## src/rtl/pc_update_ras.sv

```systemverilog
// PC-update stage: architectural PC register with stall, sticky halt, and a
// circular return-address stack that checks ret targets against its prediction.
module pc_update_ras #(
    parameter int                 WIDTH    = 64,
    parameter int                 DEPTH    = 8,
    parameter logic [WIDTH-1:0]   RESET_PC = '0
) (
    input  logic                       clk,
    input  logic                       rst,
    input  logic                       in_valid,
    input  logic                       stall,
    input  logic [3:0]                 icode,
    input  logic                       cnd,
    input  logic [WIDTH-1:0]           valC,
    input  logic [WIDTH-1:0]           valM,
    input  logic [WIDTH-1:0]           valP,
    output logic [WIDTH-1:0]           pc,
    output logic                       halted,
    output logic [WIDTH-1:0]           ras_top,
    output logic [$clog2(DEPTH):0]     ras_count,
    output logic                       ras_empty,
    output logic                       ras_full,
    output logic                       ret_mispredict,
    output logic                       ras_underflow
);
    localparam int PW = $clog2(DEPTH);
    localparam int CW = PW + 1;

    localparam logic [3:0] IC_HALT = 4'h0;
    localparam logic [3:0] IC_JXX  = 4'h7;
    localparam logic [3:0] IC_CALL = 4'h8;
    localparam logic [3:0] IC_RET  = 4'h9;

    logic [WIDTH-1:0] mem [DEPTH];
    logic [PW-1:0]    ptr;
    logic [PW-1:0]    ptr_m1;
    logic             upd;
    logic             push;
    logic             pop;

    assign upd       = in_valid & ~stall & ~halted;
    assign push      = upd && (icode == IC_CALL);
    assign pop       = upd && (icode == IC_RET) && !ras_empty;
    assign ptr_m1    = ptr - 1'b1;
    assign ras_empty = (ras_count == '0);
    assign ras_full  = (ras_count == CW'(DEPTH));
    assign ras_top   = ras_empty ? '0 : mem[ptr_m1];

    // Stack storage carries no reset; validity is tracked by ras_count alone.
    always_ff @(posedge clk) begin
        if (!rst && push) begin
            mem[ptr] <= valP;
        end
    end

    always_ff @(posedge clk) begin
        if (rst) begin
            pc             <= RESET_PC;
            halted         <= 1'b0;
            ptr            <= '0;
            ras_count      <= '0;
            ret_mispredict <= 1'b0;
            ras_underflow  <= 1'b0;
        end else begin
            ret_mispredict <= 1'b0;
            ras_underflow  <= 1'b0;
            if (upd) begin
                case (icode)
                    IC_HALT: halted <= 1'b1;
                    IC_JXX:  pc     <= cnd ? valC : valP;
                    IC_CALL: pc     <= valC;
                    IC_RET:  pc     <= valM;
                    default: pc     <= valP;
                endcase
            end
            if (push) begin
                ptr <= ptr + 1'b1;
                if (!ras_full) begin
                    ras_count <= ras_count + 1'b1;
                end
            end
            if (pop) begin
                ret_mispredict <= (mem[ptr_m1] != valM);
                ptr            <= ptr_m1;
                ras_count      <= ras_count - 1'b1;
            end
            if (upd && (icode == IC_RET) && ras_empty) begin
                ras_underflow <= 1'b1;
            end
        end
    end
endmodule
```

## config.mk

```make
export PLATFORM = sky130hd
export DESIGN_NAME = pc_update_ras
export DESIGN_NICKNAME = d
export VERILOG_FILES = /design/src/rtl/pc_update_ras.sv
export SDC_FILE = /design/constraint.sdc
export NUM_CORES = 1
export LEC_CHECK = 0
export BUFFER_PORTS_ARGS = -buffer_cell sky130_fd_sc_hd__buf_4
export CAP_MARGIN = 5
export CORE_MARGIN = 8
export CORE_UTILIZATION = 60
export CTS_BUF_LIST = sky130_fd_sc_hd__clkbuf_8
export CTS_CLUSTER_DIAMETER = 30
export DETAILED_ROUTE_END_ITERATION = 10
export GPL_ROUTABILITY_DRIVEN = 0
export MAX_ROUTING_LAYER = met4
export PLACE_DENSITY = 0.83
export SLEW_MARGIN = 25
export SYNTH_ARGS = -nofsm -noshare
export SYNTH_HDL_FRONTEND = slang
export SYNTH_SLANG_ARGS = --single-unit
```

## constraint.sdc

```tcl
create_clock -name clk -period 11.19 [get_ports clk]
set_input_delay 0 -clock clk [delete_from_list [all_inputs] [get_ports clk]]
set_output_delay 0 -clock clk [all_outputs]
set_load 0.005 [all_outputs]
```

Word level (Yosys, flattened, before mapping). Memories as Yosys holds them, arrays and structs flattened. Cells that the tools add are included.

Reduce and logical (&&, ||, !) cells: 14. Eq/ne operators: 6. $add $sub $neg: 4. Multiplexer cells: 11. Bitwise logic cells: 6.

Operator list (count): case mux 64 bit (4 select lines) (1); 2-to-1 mux 64 bit (2); inequality test 64 bit (1); == test 4 bit, second input constant (3); 2-to-1 mux 4 bit (3); logical NOT 4 bit (2); 2-to-1 mux 3 bit (2); AND reduction 2 bit (3); logical AND 1 bit (5); adder 4 x 1 -> 4 bit, second input constant (1); == test 4 x 3 -> 1 bit, second input constant (1); NOT 1 bit (4); subtractor 4 x 1 -> 4 bit, second input constant (1); adder 3 x 1 -> 3 bit, second input constant (1); 2-to-1 mux 1 bit (3); subtractor 3 x 1 -> 3 bit, second input constant (1); AND 1 bit (2); logical NOT 1 bit (2); inequality test 2 x 1 -> 1 bit, second input constant (1); nonzero test 2 bit (1); OR reduction 2 bit (1).

Bits in writable memories: 512. Memories: 1. Output and inout port bits: 137. Word-level logic and storage cells: 48. Input bits: 201. Bits in registers: 74.

Memories: mem (words 8, width 64, rd ports 1, clocked after memory_dff 0, wr ports 1, line 34) `logic [WIDTH-1:0] mem [DEPTH];`.

Longest topological paths before layout. Gate-level depths: netlist (run 1).

Depth after elaboration: 7. Depth in mapped cells: 18. Gate-level depth less buffers: 10.

Worst setup path after synthesis (run 1). OpenSTA, ideal clock, no wires.

Kind: register to register. From: register ptr[0]. To: memory mem[4][0], enable pin. Setup time: 643 ps. Data arrival time: 7366 ps. Required time: 10547 ps. Slack: 3180 ps. Buffers on the path: 5. Cell stages (with the launch flop): 7. Clock period less this slack: 8010 ps. Cell sequence: dfxtp_1 buf_4 buf_4 buf_4 buf_2 buf_1 nor4_1.

RTL lines: from (decl) (line 35) `logic [PW-1:0] ptr;`; from (signal assigned) (line 77) `ptr <= ptr + 1'b1;`; from (signal assigned) (line 84) `ptr <= ptr_m1;`; to (decl) (line 34).

Straight into the memory's write port.

Worst setup path in the final report (run 1).
From: register ptr[0]. To: register ret_mispredict.

Word-level cells in the longest chain between the ends: 3.

RTL lines: subtractor 3 x 1 -> 3 bit (line 44) `assign ptr_m1 = ptr - 1'b1;`; memory (8 x 64 bit); inequality test 64 bit (line 83) `ret_mispredict <= (mem[ptr_m1] != valM);`; to (signal assigned) (line 83); to (decl) (line 23) `output logic ret_mispredict,`.

Every way passes these cells. A chain may end at the register's enable or synchronous reset.

==> results of run 1 <==
==> report_power, final <==
part	switching [W]	total, W	leakage [nW]	internal [W]
Sequential	0.0000102	0.00240	5.21	0.00239
Clock	0.000937	0.00216	1.26	0.00122
Combinational	0.000177	0.000340	5.09	0.000163
Total	0.00112	0.00490	11.6	0.00377
==> cells in the final DEF (no fill, tap or decap), types with 48 or more instances in the layout <==
cell / synthesis / routed
nand2_1: 91 / 91
clkbuf_8: 0 / 118
dfxtp_1: 74 / 73
nor3_1: 73 / 70
dlygate4sd3_1: 0 / 203
nor2_1: 105 / 102
xor2_1: 48 / 48
mux4_2: 97 / 97
xnor2_1: 55 / 54
a21oi_1: 106 / 106
buf_4: 7 / 359
a221o_1: 64 / 64
edfxtp_1: 512 / 512
==> per-layer routing <==
layer  wire length (um)  vias to the layer above  track usage (%)  part of all wire (%)
met1              26700                     8686             40.5                    35
met4               3470                        0             15.6                   4.5
met2              37100                     1429             50.9                    48
li1                   -                     7167                -                     -
met3               9270                      268             7.89                    12
met5                  0                        -                -                     0
==> cells by family (layout without fill, tap and decap cells) <==
family	after synthesis	after routing	share of synthesized area [%]
AO/OA/AOI/OAI	204	204	5.79
XOR/XNOR	104	104	3.81
adder cells (fa/ha/maj)	3	3	0.154
buffers and inverters	103	774	2.13
flip-flops	586	586	69.0
multiplexers	158	158	12.6
other	0	2	0
AND/OR/NAND/NOR	348	348	6.52
==> critical path: stages (launching register included) <==
cell	delay, ns
dfxtp_4	0.35
buf_12	0.58
inv_2	0.63
ha_4	0.98
buf_4	0.80
mux4_2	0.39
o22ai_1	0.10
o21ai_0	0.58
o21ai_0	0.24
nor4_2	0.24
dlygate4sd3_1	0.61
a311oi_1	0.11
dlygate4sd3_1	0.61
==> registers in the layout (all words and copies together) (netlist names) <==
name            count
pc                 64
ras_underflow       1
ptr                 3
halted              1
ras_count           4
mem               512
ret_mispredict      1
==> cell type report <==
type                    instances  area [um2]  area share (%)
clock inverters                84         692            2.18
clock buffers                 118        1620            5.11
inverters                       8        30.0          0.0945
repair buffers                564        4760            15.0
flip-flops and latches        586       16900            53.0
diodes                          2        5.00          0.0157
multi-input cells             817        7160            22.5
well taps                     532         666            2.09
==> how the worst min path moves through the flow <==
| stage | from | to | slack (ns) | cells past startpoint |
|---|---|---|---|---|
| after floorplan | valP[0] | mem[0][0]$_DFFE_PP_ | 0.1 | 0 |
| after global routing | valP[19] | mem[1][19]$_DFFE_PP_ | 0.13 | 2 |
| after CTS | valP[31] | mem[6][31]$_DFFE_PP_ | 0.08 | 2 |
| after detailed placement | valP[47] | mem[7][47]$_DFFE_PP_ | 0.24 | 1 |
| after global placement | valP[18] | mem[7][18]$_DFFE_PP_ | 0.24 | 1 |
| final | icode[3] | ptr[0]$_SDFFE_PP0P_ | 0.13 | 6 |
==> metrics by stage <==
step                      cell area [um2]  setup slack [ns]  hold slack, ns  instances  util [%]
final                               31800              4.74           0.128       2711      78.6
after global routing                31800              4.44           0.128       2711      78.6
after CTS                           31800              4.85          0.0751       2709      78.5
after detailed placement            27400              5.76           0.244       2304      67.8
after global placement              27400              5.86           0.242       2303      67.8
after floorplan                     24400              3.18          0.0989       1506         -
==> out/metrics.cfg, run 1 <==
[setup_path]
worstSetupStartpoint=ptr[0]$_SDFFE_PP0P_
critPathKind=flip-flop to flip-flop
end_kind=flip-flop
reg2reg_slack_ns=4.74
start_kind=flip-flop
cp_data_arrival_time_ns=7.00
reg2reg_depth=12
reg2reg_to=ret_mispredict$_SDFF_PP0_
required_ns=11.74
r2r-start=ptr[0]$_SDFFE_PP0P_
path_max_fanout=110
crit_path_end=ret_mispredict$_SDFF_PP0_

[drt]
vias_per_cell=6.47
drc_errors=0
wl_um=76500
wl_per_cell_um=28.2
antenna_left=0
vias=17600
drt-pass1-iter-count=6
drt_iter0_drc=2191

[sta]
rsz0062_at_grt=no
finalHoldViolCount=0
tightest_slew_ns=1.10
fin_worst_skew_ns=0.0328
period_needed_ns=6.45
relSlewSlack_pct=26.6
period_share_pct=57.7
drv_slew=0
tns_ns=0
fmax_ghz=0.155
setup_viol=0

[synthesis]
synth_area_leaders=edfxtp_1 63%, mux4_2 8.9%, dfxtp_1 6.1%, a221o_1 2.6%, a21oi_1 2.2%
synth_common_cells=512 x edfxtp_1, 106 x a21oi_1, 105 x nor2_1
synth-seq-area-share_pct=69.0
synth_top_area_cell=edfxtp_1
syn-num-nets=1710
ys_ff_latch=586
synth_top_flop_cell=edfxtp_1
yosysWarnings=0
async_reset_ff_share_pct=0
synth.distinct_cells=53
synthCells=1506
yosys.area.top_type_share_pct=63.0
synth_edf_count=512
syn_area_per_cell_um2=16.2
syn-cell-area_mm2=0.0244
synth_most_common_cell=edfxtp_1

[clock_tree]
holdBufCountCts=203
cts-root-buf=clkbuf_8
cts.path.max_buffers=3
clkSlewWorstSetupHoldPaths_ns=0.06
cts_resized=0
cts_buffers=108
htree_levels=3
cts_tree=done
clock-sinks=586
clk_latency_ns=0.66
post_cts_buffers=0

[placed_design]
port_buffers=337
dp_hpwl_um=42300

[power_and_ir_drop]
irDropWorstVdd_uv=103
p_total_w=0.00490
powerDensity_mw_per_mm2=154
power_leakage_nw=11.6

[flow_run]
cap_violations=0

[die]
ios=338
die_y_um=218
die_w_um=218
rows=74
core_mm2=0.0405
initial_core_util_pct=60.4
dieArea_mm2=0.0474

[global_routing]
grt_overflow_total=0
grt_antenna_before_repair=2
grtUsageTotal_pct=32.7
grt_max_degree=111
grt_pass1_wl_um=112000
grt_pass1_vias=18300

[cells_and_area]
drive_gt1_share_pct=29.9
synthToLayoutAreaGrowth_pct=30.2
layout.nets=2289
fill_cells=2013

[min_path]
min_path_type=input pin to flip-flop

[status]
status=finished clean

(Power assumes the default switching activity.)
==> inputs of run 2 (changes only) <==
- CORE_UTILIZATION: 60 -> 54
- PLACE_DENSITY: 0.83 -> 0.79
- clock period: 11.19 -> 5.75 ns (I/O delays scaled with it)
==> out/metrics.cfg, run 2 (same netlist as run 1, synthesis figures left out) <==
[clock_tree]
clk_latency_ns=0.69  ; +0.03 ns
clock-sinks=586  ; unchanged
cts_buffers=111  ; +2.8%
cts-root-buf=clkbuf_8
post_cts_buffers=0  ; unchanged
cts_tree=done
cts.path.max_buffers=3  ; unchanged
htree_levels=3  ; unchanged
clkSlewWorstSetupHoldPaths_ns=0.07  ; about the same

[drt]
wl_met3_um=7970  ; -14%
drc_errors=0  ; unchanged
wl_per_cell_um=26.9  ; -4.8%
vias=17400  ; -1.1%
met2_length_um=35900  ; -3.3%
vias_per_cell=6.19  ; -4.3%
drt_iter0_drc=2106  ; -3.9%
top_layer=met4
drt-pass1-iter-count=5  ; -1
wl_um=75300  ; -1.6%
antenna_left=0  ; unchanged
wl_met1_um=28200  ; +5.6%

[setup_path]
reg2reg_depth=12  ; unchanged
reg2reg_to=ret_mispredict$_SDFF_PP0_
r2r-start=ptr[1]$_SDFFE_PP0P_
critPathKind=flip-flop to flip-flop
cp_data_arrival_time_ns=5.37  ; -1.63 ns
end_kind=flip-flop
start_kind=flip-flop
path_max_fanout=17  ; -85%
reg2reg_slack_ns=0.96  ; -3.77 ns
required_ns=6.33  ; -5.41 ns

[die]
rows=78  ; +5.4%
die_w_um=229  ; +5.0%
ios=338  ; unchanged
initial_core_util_pct=54.3  ; -6.1 points
core_mm2=0.0450  ; +11%
die_y_um=229  ; +5.0%
dieArea_mm2=0.0523  ; +10%

[global_routing]
grt_pass1_wl_um=111000  ; -0.88%
grtUsageTotal_pct=28.9  ; -3.8 points
grt_pass1_vias=18200  ; -0.17%
grt_max_degree=110  ; -0.90%
grt_overflow_total=0  ; unchanged
grt_antenna_before_repair=0  ; -2

[power_and_ir_drop]
powerDensity_mw_per_mm2=298  ; +94%
power_leakage_nw=11.6  ; +0.62%
irDropWorstVdd_uv=200  ; +94%

[placed_design]
post_dp_cell_area_mm2=0.0277  ; +0.83%
dp_slack_ns=1.76  ; -4.00 ns
port_buffers=337  ; unchanged
dp_hpwl_um=43900  ; +3.8%

[min_path]
min_path_type=input pin to flip-flop
whs_path_depth=2  ; -4
min_to=mem[3][47]$_DFFE_PP_
min_from=valP[47]

[sta]
period_needed_ns=4.79  ; -1.67 ns
rsz0062_at_grt=no
fmax_ghz=0.209  ; +35%
setup_ws_ns=0.964  ; -3.77 ns
fin_worst_skew_ns=0.0182  ; -0.0147 ns
tightest_slew_ns=1.09  ; -0.0157 ns
drv_slew=0  ; unchanged
period_share_pct=83.2  ; +26 points
relSlewSlack_pct=27.6  ; +1.0 points
setup_viol=0  ; unchanged
finalHoldViolCount=0  ; unchanged

[cells_and_area]
final_cell_mix=512 x edfxtp_1, 366 x buf_4, 205 x dlygate4sd3_1, 117 x clkbuf_8, 106 x a21oi_1
layout.nets=2306  ; +0.74%
reg_top3=mem x512, pc x64, ras_count x4
largest_reg_flops=512  ; unchanged
final_common_cell=edfxtp_1
drive_gt1_share_pct=30.5  ; +0.63 points
synthToLayoutAreaGrowth_pct=31.5
fin_util_pct=71.4  ; -7.2 points
regMostFlops=mem
design_area_mm2=0.0321  ; +1.0%

[status]
status=finished clean

[flow_run]
cap_violations=0  ; unchanged

## run 2: cell types whose count changed in the layout (fill, tap and decap cells not counted), moves of 3 or more
| cell | delta |
|---|---|
| buf_12 | +4 |
| buf_4 | +7 |
| clkinvlp_4 | +8 |
| clkinv_1 | +10 |
| inv_6 | -3 |
| inv_1 | -9 |
## run 2: where the power goes
part           switching (W)  total [W]  leakage (nW)  internal [W]
sequential         0.0000215    0.00467          5.21       0.00465
clock                0.00187    0.00425          1.23       0.00238
combinational       0.000339   0.000661          5.19      0.000322
total                0.00223    0.00959          11.6       0.00736
## run 2: critical path, cell delays in order (launching register included)
cell and delay [ns]:
dfxtp_1 0.54, inv_1 0.15, ha_4 0.22, xor2_4 0.62, buf_4 0.43, mux4_1 0.58, mux2i_1 0.30, xor2_1 0.19
nand4_1 0.15, nor4_2 0.19, dlygate4sd3_1 0.59, a311oi_1 0.09, dlygate4sd3_1 0.60
## run 2: routing by layer
| layer | global-route usage (%) | vias up |
|---|---|---|
| li1 | - | 7211 |
| met1 | 36.5 | 8690 |
| met2 | 44.6 | 1225 |
| met3 | 6.61 | 225 |
| met4 | 13.2 | 0 |
| met5 | - | - |
## run 2: final cells by class
class                           instances  area [um2]
Tap cell                              600         751
Timing Repair Buffer                  578        4940
Clock inverter                         95         773
Sequential cell                       586       16900
Fill cell                            2649       12900
Antenna cell                            1        2.50
Clock buffer                          117        1610
Multi-Input combinational cell        817        7160
Inverter                                8        30.0
## run 2: worst max-delay path by stage
stage / startpoint / end / slack (ns) / depth (start not counted)
after global placement: ptr[1]$_SDFFE_PP0P_ / ret_mispredict$_SDFF_PP0_ / 1.92 / 10
after CTS: ptr[1]$_SDFFE_PP0P_ / ret_mispredict$_SDFF_PP0_ / 0.99 / 12
after floorplan: ptr[0]$_SDFFE_PP0P_ / mem[4][0]$_DFFE_PP_ / -2.26 / 6
after global routing: ptr[1]$_SDFFE_PP0P_ / ret_mispredict$_SDFF_PP0_ / 0.79 / 12
after detailed placement: ptr[1]$_SDFFE_PP0P_ / ret_mispredict$_SDFF_PP0_ / 1.76 / 10
final: ptr[1]$_SDFFE_PP0P_ / ret_mispredict$_SDFF_PP0_ / 0.96 / 12
## run 2: timing repair
action / in CTS / in global routing
hold buffers: 205 / 0
resized for setup: 0 / 0
endpoints found under the hold margin: 590 / 0
## run 2: metrics by stage
step	hold slack, ns	instances	TNS, ns	total power, W
floorplan	0.0989	1506	-358.00	0.00496
global placement	0.239	2381	0	0.00527
detailed placement	0.247	2383	0	0.00528
CTS	0.0391	2800	0	0.00958
global route	0.0777	2801	0	0.00986
finish	0.0944	2802	0	0.00959
